<file path="src/rtl/dmem_pkg.sv">
// Shared types and helpers for the memory-stage controller slice.
package dmem_pkg;

   typedef enum logic [1:0] {
      IDLE,
      DRAIN,
      READ
   } dmem_state_e;

   localparam logic [3:0] OP_LW = 4'h8;
   localparam logic [3:0] OP_SW = 4'h9;

   localparam int unsigned ALIGN_W = 64;

   // Callers cast the address up to ALIGN_W bits and the result back down to their own width.
   function automatic logic [ALIGN_W-1:0] word_align(input logic [ALIGN_W-1:0] addr);
      return {addr[ALIGN_W-1:1], 1'b0};
   endfunction

endpackage

</file>
<file path="src/rtl/dmem_wbuf.sv">
// One-entry posted write buffer with an address-match output for store-to-load forwarding.
module dmem_wbuf
   import dmem_pkg::*;
#(
   parameter int unsigned ADDR_W = 16,
   parameter int unsigned DATA_W = 16
) (
   input  logic              clk_i,
   input  logic              rst_i,
   input  logic              load_i,
   input  logic              clear_i,
   input  logic [ADDR_W-1:0] addr_i,
   input  logic [DATA_W-1:0] data_i,
   input  logic [ADDR_W-1:0] cmp_addr_i,
   output logic              valid_o,
   output logic [ADDR_W-1:0] addr_o,
   output logic [DATA_W-1:0] data_o,
   output logic              hit_o
);

   logic              valid_q, valid_d;
   logic [ADDR_W-1:0] addr_q, addr_d;
   logic [DATA_W-1:0] data_q, data_d;

   always_comb begin
      valid_d = valid_q;
      addr_d  = addr_q;
      data_d  = data_q;
      if (load_i) begin
         valid_d = 1'b1;
         addr_d  = addr_i;
         data_d  = data_i;
      end else if (clear_i) begin
         valid_d = 1'b0;
      end
   end

   always_ff @(posedge clk_i) begin
      if (rst_i) begin
         valid_q <= 1'b0;
         addr_q  <= '0;
         data_q  <= '0;
      end else begin
         valid_q <= valid_d;
         addr_q  <= addr_d;
         data_q  <= data_d;
      end
   end

   assign valid_o = valid_q;
   assign addr_o  = addr_q;
   assign data_o  = data_q;
   assign hit_o   = valid_q && (addr_q == cmp_addr_i);

endmodule

</file>
<file path="src/rtl/dmem_ctrl.sv">
// Memory-stage controller: LW/SW to a single-port data memory with a posted write buffer.
module dmem_ctrl
   import dmem_pkg::*;
#(
   parameter int unsigned ADDR_W = 16,
   parameter int unsigned DATA_W = 16,
   parameter bit          FWD_EN = 1'b1
) (
   input  logic              clk,
   input  logic              rst,
   input  logic              req_valid,
   input  logic              req_wr,
   input  logic [ADDR_W-1:0] req_addr,
   input  logic [DATA_W-1:0] req_wdata,
   output logic              req_ready,
   output logic              stall,
   output logic              resp_valid,
   output logic [DATA_W-1:0] resp_rdata,
   output logic              mem_en,
   output logic              mem_wr,
   output logic [ADDR_W-1:0] mem_addr,
   output logic [DATA_W-1:0] mem_wdata,
   input  logic [DATA_W-1:0] mem_rdata,
   input  logic              mem_ack
);

   dmem_state_e       state_q, state_d;
   logic              mem_en_q, mem_en_d;
   logic              mem_wr_q, mem_wr_d;
   logic [ADDR_W-1:0] mem_addr_q, mem_addr_d;
   logic [DATA_W-1:0] mem_wdata_q, mem_wdata_d;
   logic              resp_valid_q, resp_valid_d;
   logic [DATA_W-1:0] resp_rdata_q, resp_rdata_d;

   logic              wb_load, wb_clear;
   logic              wb_valid, wb_hit;
   logic [ADDR_W-1:0] wb_addr;
   logic [DATA_W-1:0] wb_data;
   logic [ADDR_W-1:0] req_addr_al;

   assign req_addr_al = ADDR_W'(word_align(ALIGN_W'(req_addr)));

   dmem_wbuf #(
      .ADDR_W(ADDR_W),
      .DATA_W(DATA_W)
   ) u_wbuf (
      .clk_i     (clk),
      .rst_i     (rst),
      .load_i    (wb_load),
      .clear_i   (wb_clear),
      .addr_i    (req_addr_al),
      .data_i    (req_wdata),
      .cmp_addr_i(req_addr_al),
      .valid_o   (wb_valid),
      .addr_o    (wb_addr),
      .data_o    (wb_data),
      .hit_o     (wb_hit)
   );

   always_comb begin
      state_d      = state_q;
      mem_en_d     = mem_en_q;
      mem_wr_d     = mem_wr_q;
      mem_addr_d   = mem_addr_q;
      mem_wdata_d  = mem_wdata_q;
      resp_valid_d = 1'b0;
      resp_rdata_d = resp_rdata_q;
      wb_load      = 1'b0;
      wb_clear     = 1'b0;
      req_ready    = 1'b0;

      unique case (state_q)
         IDLE: begin
            if (req_wr) req_ready = !wb_valid;
            else        req_ready = !wb_valid || (FWD_EN && wb_hit);

            if (req_valid && req_ready) begin
               if (req_wr) begin
                  wb_load = 1'b1;
               end else if (wb_valid) begin
                  // Only a forwarding hit can be ready with the buffer occupied; the entry stays queued.
                  resp_valid_d = 1'b1;
                  resp_rdata_d = wb_data;
               end else begin
                  state_d    = READ;
                  mem_en_d   = 1'b1;
                  mem_wr_d   = 1'b0;
                  mem_addr_d = req_addr_al;
               end
            end else if (wb_valid) begin
               state_d     = DRAIN;
               mem_en_d    = 1'b1;
               mem_wr_d    = 1'b1;
               mem_addr_d  = wb_addr;
               mem_wdata_d = wb_data;
            end
         end
         DRAIN: begin
            if (mem_ack) begin
               wb_clear = 1'b1;
               mem_en_d = 1'b0;
               mem_wr_d = 1'b0;
               state_d  = IDLE;
            end
         end
         READ: begin
            if (mem_ack) begin
               resp_valid_d = 1'b1;
               resp_rdata_d = mem_rdata;
               mem_en_d     = 1'b0;
               state_d      = IDLE;
            end
         end
         default: state_d = IDLE;
      endcase
   end

   always_ff @(posedge clk) begin
      if (rst) begin
         state_q      <= IDLE;
         mem_en_q     <= 1'b0;
         mem_wr_q     <= 1'b0;
         mem_addr_q   <= '0;
         mem_wdata_q  <= '0;
         resp_valid_q <= 1'b0;
         resp_rdata_q <= '0;
      end else begin
         state_q      <= state_d;
         mem_en_q     <= mem_en_d;
         mem_wr_q     <= mem_wr_d;
         mem_addr_q   <= mem_addr_d;
         mem_wdata_q  <= mem_wdata_d;
         resp_valid_q <= resp_valid_d;
         resp_rdata_q <= resp_rdata_d;
      end
   end

   assign stall      = req_valid && !req_ready;
   assign mem_en     = mem_en_q;
   assign mem_wr     = mem_wr_q;
   assign mem_addr   = mem_addr_q;
   assign mem_wdata  = mem_wdata_q;
   assign resp_valid = resp_valid_q;
   assign resp_rdata = resp_rdata_q;

endmodule

</file>
<file path="config.mk">
export PLATFORM = sky130hd
export DESIGN_NAME = dmem_ctrl
export DESIGN_NICKNAME = d
export VERILOG_FILES = /design/src/rtl/dmem_pkg.sv /design/src/rtl/dmem_wbuf.sv /design/src/rtl/dmem_ctrl.sv
export SDC_FILE = /design/constraint.sdc
export NUM_CORES = 1
export LEC_CHECK = 0
export CAP_MARGIN = 10
export CORE_UTILIZATION = 30
export CTS_CLUSTER_DIAMETER = 150
export DETAILED_ROUTE_END_ITERATION = 7
export GPL_TIMING_DRIVEN = 0
export PLACE_DENSITY = 0.55
export SKIP_LAST_GASP = 1
export SLEW_MARGIN = 5
export SYNTH_ARGS = -nofsm -noshare
export SYNTH_HDL_FRONTEND = slang
export SYNTH_HIERARCHICAL = 1
export SYNTH_SLANG_ARGS = --single-unit
export TNS_END_PERCENT = 30
</file>
<file path="constraint.sdc">
create_clock -name clk -period 2.46 [get_ports clk]
set_clock_uncertainty 0.1 [all_clocks]
set_input_delay 0.246 -clock clk [delete_from_list [all_inputs] [get_ports clk]]
set_output_delay 0.246 -clock clk [all_outputs]
set_load 0.01 [all_outputs]
</file>
# Word-level counts from Yosys, hierarchy flattened
# Index checks and enable logic that the tools add are counted.
[word_totals]
register_bits = 85
in_bits = 53
out_inout_bits = 53
word_cells = 83
[classes]
eq_ne = 14
mux = 39
n_bitwise = 1
reduce_logical = 19
[ops]
columns = ["cell", "count"]
rows = [
  ["two-way mux 16 bit", 8],
  ["case mux 16 bit (2 select lines)", 1],
  ["two-way mux 1 bit", 21],
  ["== test 15 bit", 1],
  ["AND reduction 5 bit", 3],
  ["inequality test 2 bit (second input constant)", 6],
  ["two-way mux 2 bit", 5],
  ["nonzero test 2 bit", 5],
  ["AND reduction 4 bit", 2],
  ["inequality test 3 bit (second input constant)", 2],
  ["case mux 1 bit (2 select lines)", 3],
  ["inequality test 2 x 1 -> 1 bit (second input constant)", 2],
  ["case mux 2 bit (2 select lines)", 1],
  ["logical AND 1 bit", 3],
  ["inequality test 3 x 2 -> 1 bit (second input constant)", 1],
  ["AND reduction 3 bit", 1],
  ["== test 2 x 1 -> 1 bit (second input constant)", 1],
  ["== test 2 bit (second input constant)", 1],
  ["zero test 1 bit", 2],
  ["zero test 2 bit", 1],
  ["OR reduction 2 bit", 1],
  ["logical OR 1 bit", 1],
  ["inverter 1 bit", 1],
]

# Logic depth before layout (Yosys ltp)
[depth]
ltp_word = 9
depth_mapped = 9
ltp_nobuf = 8

# Cells and area by module
# Netlist, hierarchy kept.
[by_module_without_submodules]
columns = ["module", "n_inst", "cells_per_inst", "area_each_um2", "seq_area_each_um2"]
rows = [
  ["dmem_ctrl", 1, 240, 2443.6, 1061.0],
  ["dmem_wbuf", 1, 130, 1335.0, 660.6],
]

# Least setup slack after synthesis
# No wires, ideal clock.
[synth_path]
path_type = "reg-to-reg"
from = "register u_wbuf.addr_q[10] (netlist: u_wbuf/addr_o[10])"
to = "register resp_rdata_q[11] (netlist: resp_rdata[11])"
setup_time_ns = 0.081
arrival_ns = 2.124
t_required_ns = 2.279
setup_slack_ns = 0.155
path_stages_with_launch = 10
path_buffers = 1
synth_period_minus_slack_ns = 2.305
path_cell_list = "dfxtp_1 xor2_1 nor4_1 nand4_1 nor4_2 nand4b_2 a22oi_4 buf_6 nor2_1 a211oi_2"
[synth_between]
elab_chain_len = 8
[synth_rtl]
columns = ["element", "line", "source"]
rows = [
  ["start: declaration", "dmem_wbuf.sv:22", "logic [ADDR_W-1:0] addr_q, addr_d;"],
  ["start signal: assignment", "dmem_wbuf.sv:45", "addr_q <= addr_d;"],
  ["== test 15 bit", "dmem_wbuf.sv:53", "assign hit_o = valid_q && (addr_q == cmp_addr_i);"],
  ["logical AND 1 bit", "dmem_wbuf.sv:53", ""],
  ["named net wb_hit", "dmem_ctrl.sv:36", "logic wb_valid, wb_hit;"],
  ["logical OR 1 bit", "dmem_ctrl.sv:75", "else req_ready = !wb_valid || (FWD_EN && wb_hit);"],
  ["two-way mux 1 bit", "dmem_ctrl.sv:74", "if (req_wr) req_ready = !wb_valid;"],
  ["two-way mux 1 bit", "dmem_ctrl.sv:72", "unique case (state_q)"],
  ["logical AND 1 bit", "dmem_ctrl.sv:77", "if (req_valid && req_ready) begin"],
  ["inequality test 2 bit (no source line)", "--", ""],
  ["AND reduction 5 bit (no source line)", "--", ""],
  ["end signal: assignment", "dmem_ctrl.sv:134", "resp_rdata_q <= resp_rdata_d;"],
  ["end: declaration", "dmem_ctrl.sv:33", "logic [DATA_W-1:0] resp_rdata_q, resp_rdata_d;"],
]
# The timed path passes the listed nets, and every way through them passes these cells. The select of a mux whose other input is x is not followed.
# A chain may end at the register's enable or synchronous reset.

# Worst setup path in the final report
[layout_path]
from = "register u_wbuf.addr_q[4] (netlist: u_wbuf/addr_o[4])"
to = "output stall"
[layout_between]
elab_chain_len = 8
[layout_rtl]
columns = ["element", "line", "source"]
rows = [
  ["== test 15 bit", "dmem_wbuf.sv:53", ""],
  ["logical AND 1 bit", "dmem_wbuf.sv:53", ""],
  ["named net wb_hit", "dmem_ctrl.sv:36", ""],
  ["logical OR 1 bit", "dmem_ctrl.sv:75", ""],
  ["two-way mux 1 bit", "dmem_ctrl.sv:74", ""],
  ["two-way mux 1 bit (2 in series)", "dmem_ctrl.sv:72", ""],
  ["zero test 1 bit", "dmem_ctrl.sv:138", "assign stall = req_valid && !req_ready;"],
  ["logical AND 1 bit", "dmem_ctrl.sv:138", ""],
  ["end: declaration", "dmem_ctrl.sv:16", "output logic stall,"],
]
# The timed path passes the listed nets, and every way through them passes these cells. The select of a mux whose other input is x is not followed.

==> impl_results.md <==
- Slew Limit Fails: 0
- Hold Vio Cnt, Final: 0
- Post-synthesis sequential area ratio: 45.56%
- Worst EP required: 2110 ps
- Gr ovfl total: 0
- Pin count of the biggest net entering global routing: 14
- H-tree lvl count: 3
- Layout area overhead: 45.07%
- Initial Util: 31.07%
- Synth Area in Adders: less than 1%
- Maximum vdd ir drop: around 0.27 mV
- Leakage power: just over 0.002 uW
- Routability cong.: ~0.75
- PnR worst setup slack: -93.32 ps
- Failing checks: setup timing
- Min Hold Slack: between 150 and 200 ps
- Layout Nets: roughly 550
- Global-route wire length before repair: 15.97 mm
- Pre-CTS setup slack: -742.5 ps
- Fraction of registers with async set/reset: 0%
- Number of synthesized register bits: between 80 and 90
- Reg power frac: 37.9%
- Synth Area in Compound Gates: between 10% and 20%
- Die height: roughly 110 um
- Gr usage total: approximately 16%
- Clock latency on the worst-skew pair: about 340 ps
- R2R setup slack: -90 ps
- Critical Path End Type: primary output
- Mux share of post-synthesis cell area: a little over a fifth
- Synth cell types: 46
- Crit path time final: 2553 ps
- 1st-pass router iterations: 4
- Run status: finished with violations
- Hold WC Path Type: primary input to flop
- Clk pwr share: 36.1%
- Antenna cells: 0
- Yosys warns: 6
- CTS Root Cell: clkbuf_16
- Number of global-route vias before repair: between 3,000 and 4,000
- Share of layout cells above drive strength 1: between 10% and 20%
- Crit path kind: flop to primary output
- Top Ports: 106
- Initial antenna violation count: 0
- Routed wire length: between 10 and 15 mm
- Most frequent cells in the layout: 97 x clkdlybuf4s50_1, 84 x dfxtp_1, 79 x mux2i_1
- Number of flops mapped to enable cells by yosys: 0
- CTS Buf Count: 9
- Power Dens Cells: slightly below 800 mW/mm2
- Die width: between 100 and 150 um
- Tcrit/Tclk final: 103.8%
- CP max FO: 3
- I/O Buffers: a little over 100
- Most used flip-flop cell after synthesis: dfxtp_1
- Finish-stage setup viols: 31
- Cell count after placement: around 640
- Simple logic cell fraction of the synthesized area: 10.76%
- Area leader, netlist: dfxtp_1
- Die area: roughly 0.013 mm2
- Comb power frac: 26.0%
- Critical path data arrival time: roughly 2200 ps
- Synth top area share: a little under half
- Clock Sinks: 86
- Netlist Area Pre-Place: 0.003779 mm2
- Max-Cap Viols: 0
- Most common library cell in the layout ignoring fill and taps: clkdlybuf4s50_1
- Hold Path Origin: req_valid
- Hpwl dp: roughly 7.4 mm
- Final ANT Viol Nets: 0
- # DRC: 0
- DRT iter0 DRCs: 145
- CTS tree: built
- Switching power share of the total: 27.21%
- Clock slew at reported path FFs: roughly 60 ps
- Row count: 40
- Synth area leaders: dfxtp_1 46%, mux2i_1 21%, nor2_1 6.6%, a211oi_2 4.6%, xnor2_1 2.8%
- Fillers: ~1,200
- Cell Int Power: approximately 3100 uW
- Syn avg cell area: just over 10 um2
- Post-synthesis xor/xnor area fraction: 3.709%
- Worst Tran Pin Value: around 780 ps
- Clock Path Buffers: 2
- RSZ-0062 raised after global routing: yes
- Net Switching: 1174 uW
- Core region area: 0.01216 mm2
- Post-route insts no fill: between 600 and 700
- R2R Path Start: u_wbuf/addr_o[4]
- Setup crit start: u_wbuf/addr_o[4]
- Combinational family with the most area after synthesis: multiplexers
- Max Freq: ~390 MHz
- CP startpoint kind: flop
- Routed len/inst: approximately 16 um
- Total power: between 4000 and 5000 uW
- Vias: about 3,100
- Vias/cell: 4.637
- Post-Syn Instances: 370
- Slew headroom: between 40% and 50%
## Yosys cell counts, types with 2 or more instances
master / instances
dfxtp_1: 86
mux2i_1: 79
nor2_1: 66
a21oi_1: 20
o21ai_0: 16
a211oi_2: 14
xnor2_1: 12
buf_2: 8
clkbuf_1: 7
inv_1: 6
nand2_1: 5
buf_4: 4
nand4_1: 4
xor2_1: 4
buf_6: 3
ha_1: 3
a211oi_1: 2
nand2b_1: 2
nand3_1: 2
## logic make-up after synthesis
kind of cell / count (synthesis)
simple gates: 89
flops: 86
mux: 79
compound gates: 64
buf+inv: 32
xor+xnor: 16
fa+ha+maj: 3
other cells: 1
## per-layer routing
metal / wire (um) / up-vias / GRT usage (%)
met4: 112 / 0 / 6.234
met1: 4906 / 1478 / 20.82
met5: 0 / - / 0
li1: - / 1530 / -
met3: 401 / 9 / 3.547
met2: 4896 / 62 / 26.42
## power groups by stage
stage / registers, uW / clock network [uW] / logic, uW
2_1_floorplan: 1700 / 0 / 574
6_report: 1640 / 1560 / 1120
3_3_place_gp: 1660 / 0 / 1060
5_1_grt: 1650 / 1670 / 1220
3_5_place_dp: 1670 / 0 / 1070
4_1_cts: 1640 / 1600 / 1120
## what timing repair did
| item | CTS | global route |
|---|---|---|
| hold endpoints to repair | 0 | 0 |
| gates cloned | 1 | 0 |
| endpoints found under the setup margin | 43 | 36 |
| pin swaps | 6 | 4 |
| setup buffers | 7 | 0 |
| hold buffers | 0 | 0 |
| resized for setup | 16 | 13 |
## through the flow
step	cell area (um2)	util [%]	setup TNS, ps
after global routing	5482	45.07	-5653
after global placement	5024	41.31	-29810
after detailed placement	5024	41.31	-28410
after CTS	5451	44.83	-1005
after floorplan	3782	-	0
final	5482	45.07	-1413
## worst max-delay path, cell delays in order (launching register included)
cell,delay (ps)
dfxtp_2,340
xor2_2,190
nor4_2,300
nand4_1,230
nor4_4,290
and2b_4,200
o21a_1,160
nor2b_1,50
buf_2,130
## path summary, 6_finish.rpt
kind | end | cells past startpoint
worst max-delay path | stall | 8
worst min-delay path | resp_valid | 3
worst max register to register | resp_rdata[5] | 11
worst min register to register | mem_addr[0] | 2
## final cells by class
cell class / count / area, um2 / share of cell area (%)
Clock inverter: 4 / 95.09 / 1.735
Multi-Input combinational cell: 253 / 1919 / 35.01
Tap cell: 168 / 210.2 / 3.835
Clock buffer: 11 / 242.7 / 4.428
Inverter: 7 / 26.28 / 0.4793
Buffer: 25 / 167.7 / 3.059
Sequential cell: 86 / 1724 / 31.45
Timing Repair Buffer: 110 / 1096 / 20.00
## registers in the layout, summed over array words and instances, names as in the netlist, 2 cells and up
name / cells
mem_wdata: 16
u_wbuf/data_o: 16
resp_rdata: 16
mem_addr: 16
state_q: 2
u_wbuf/addr_o: 16
(Power assumes the default switching activity.)
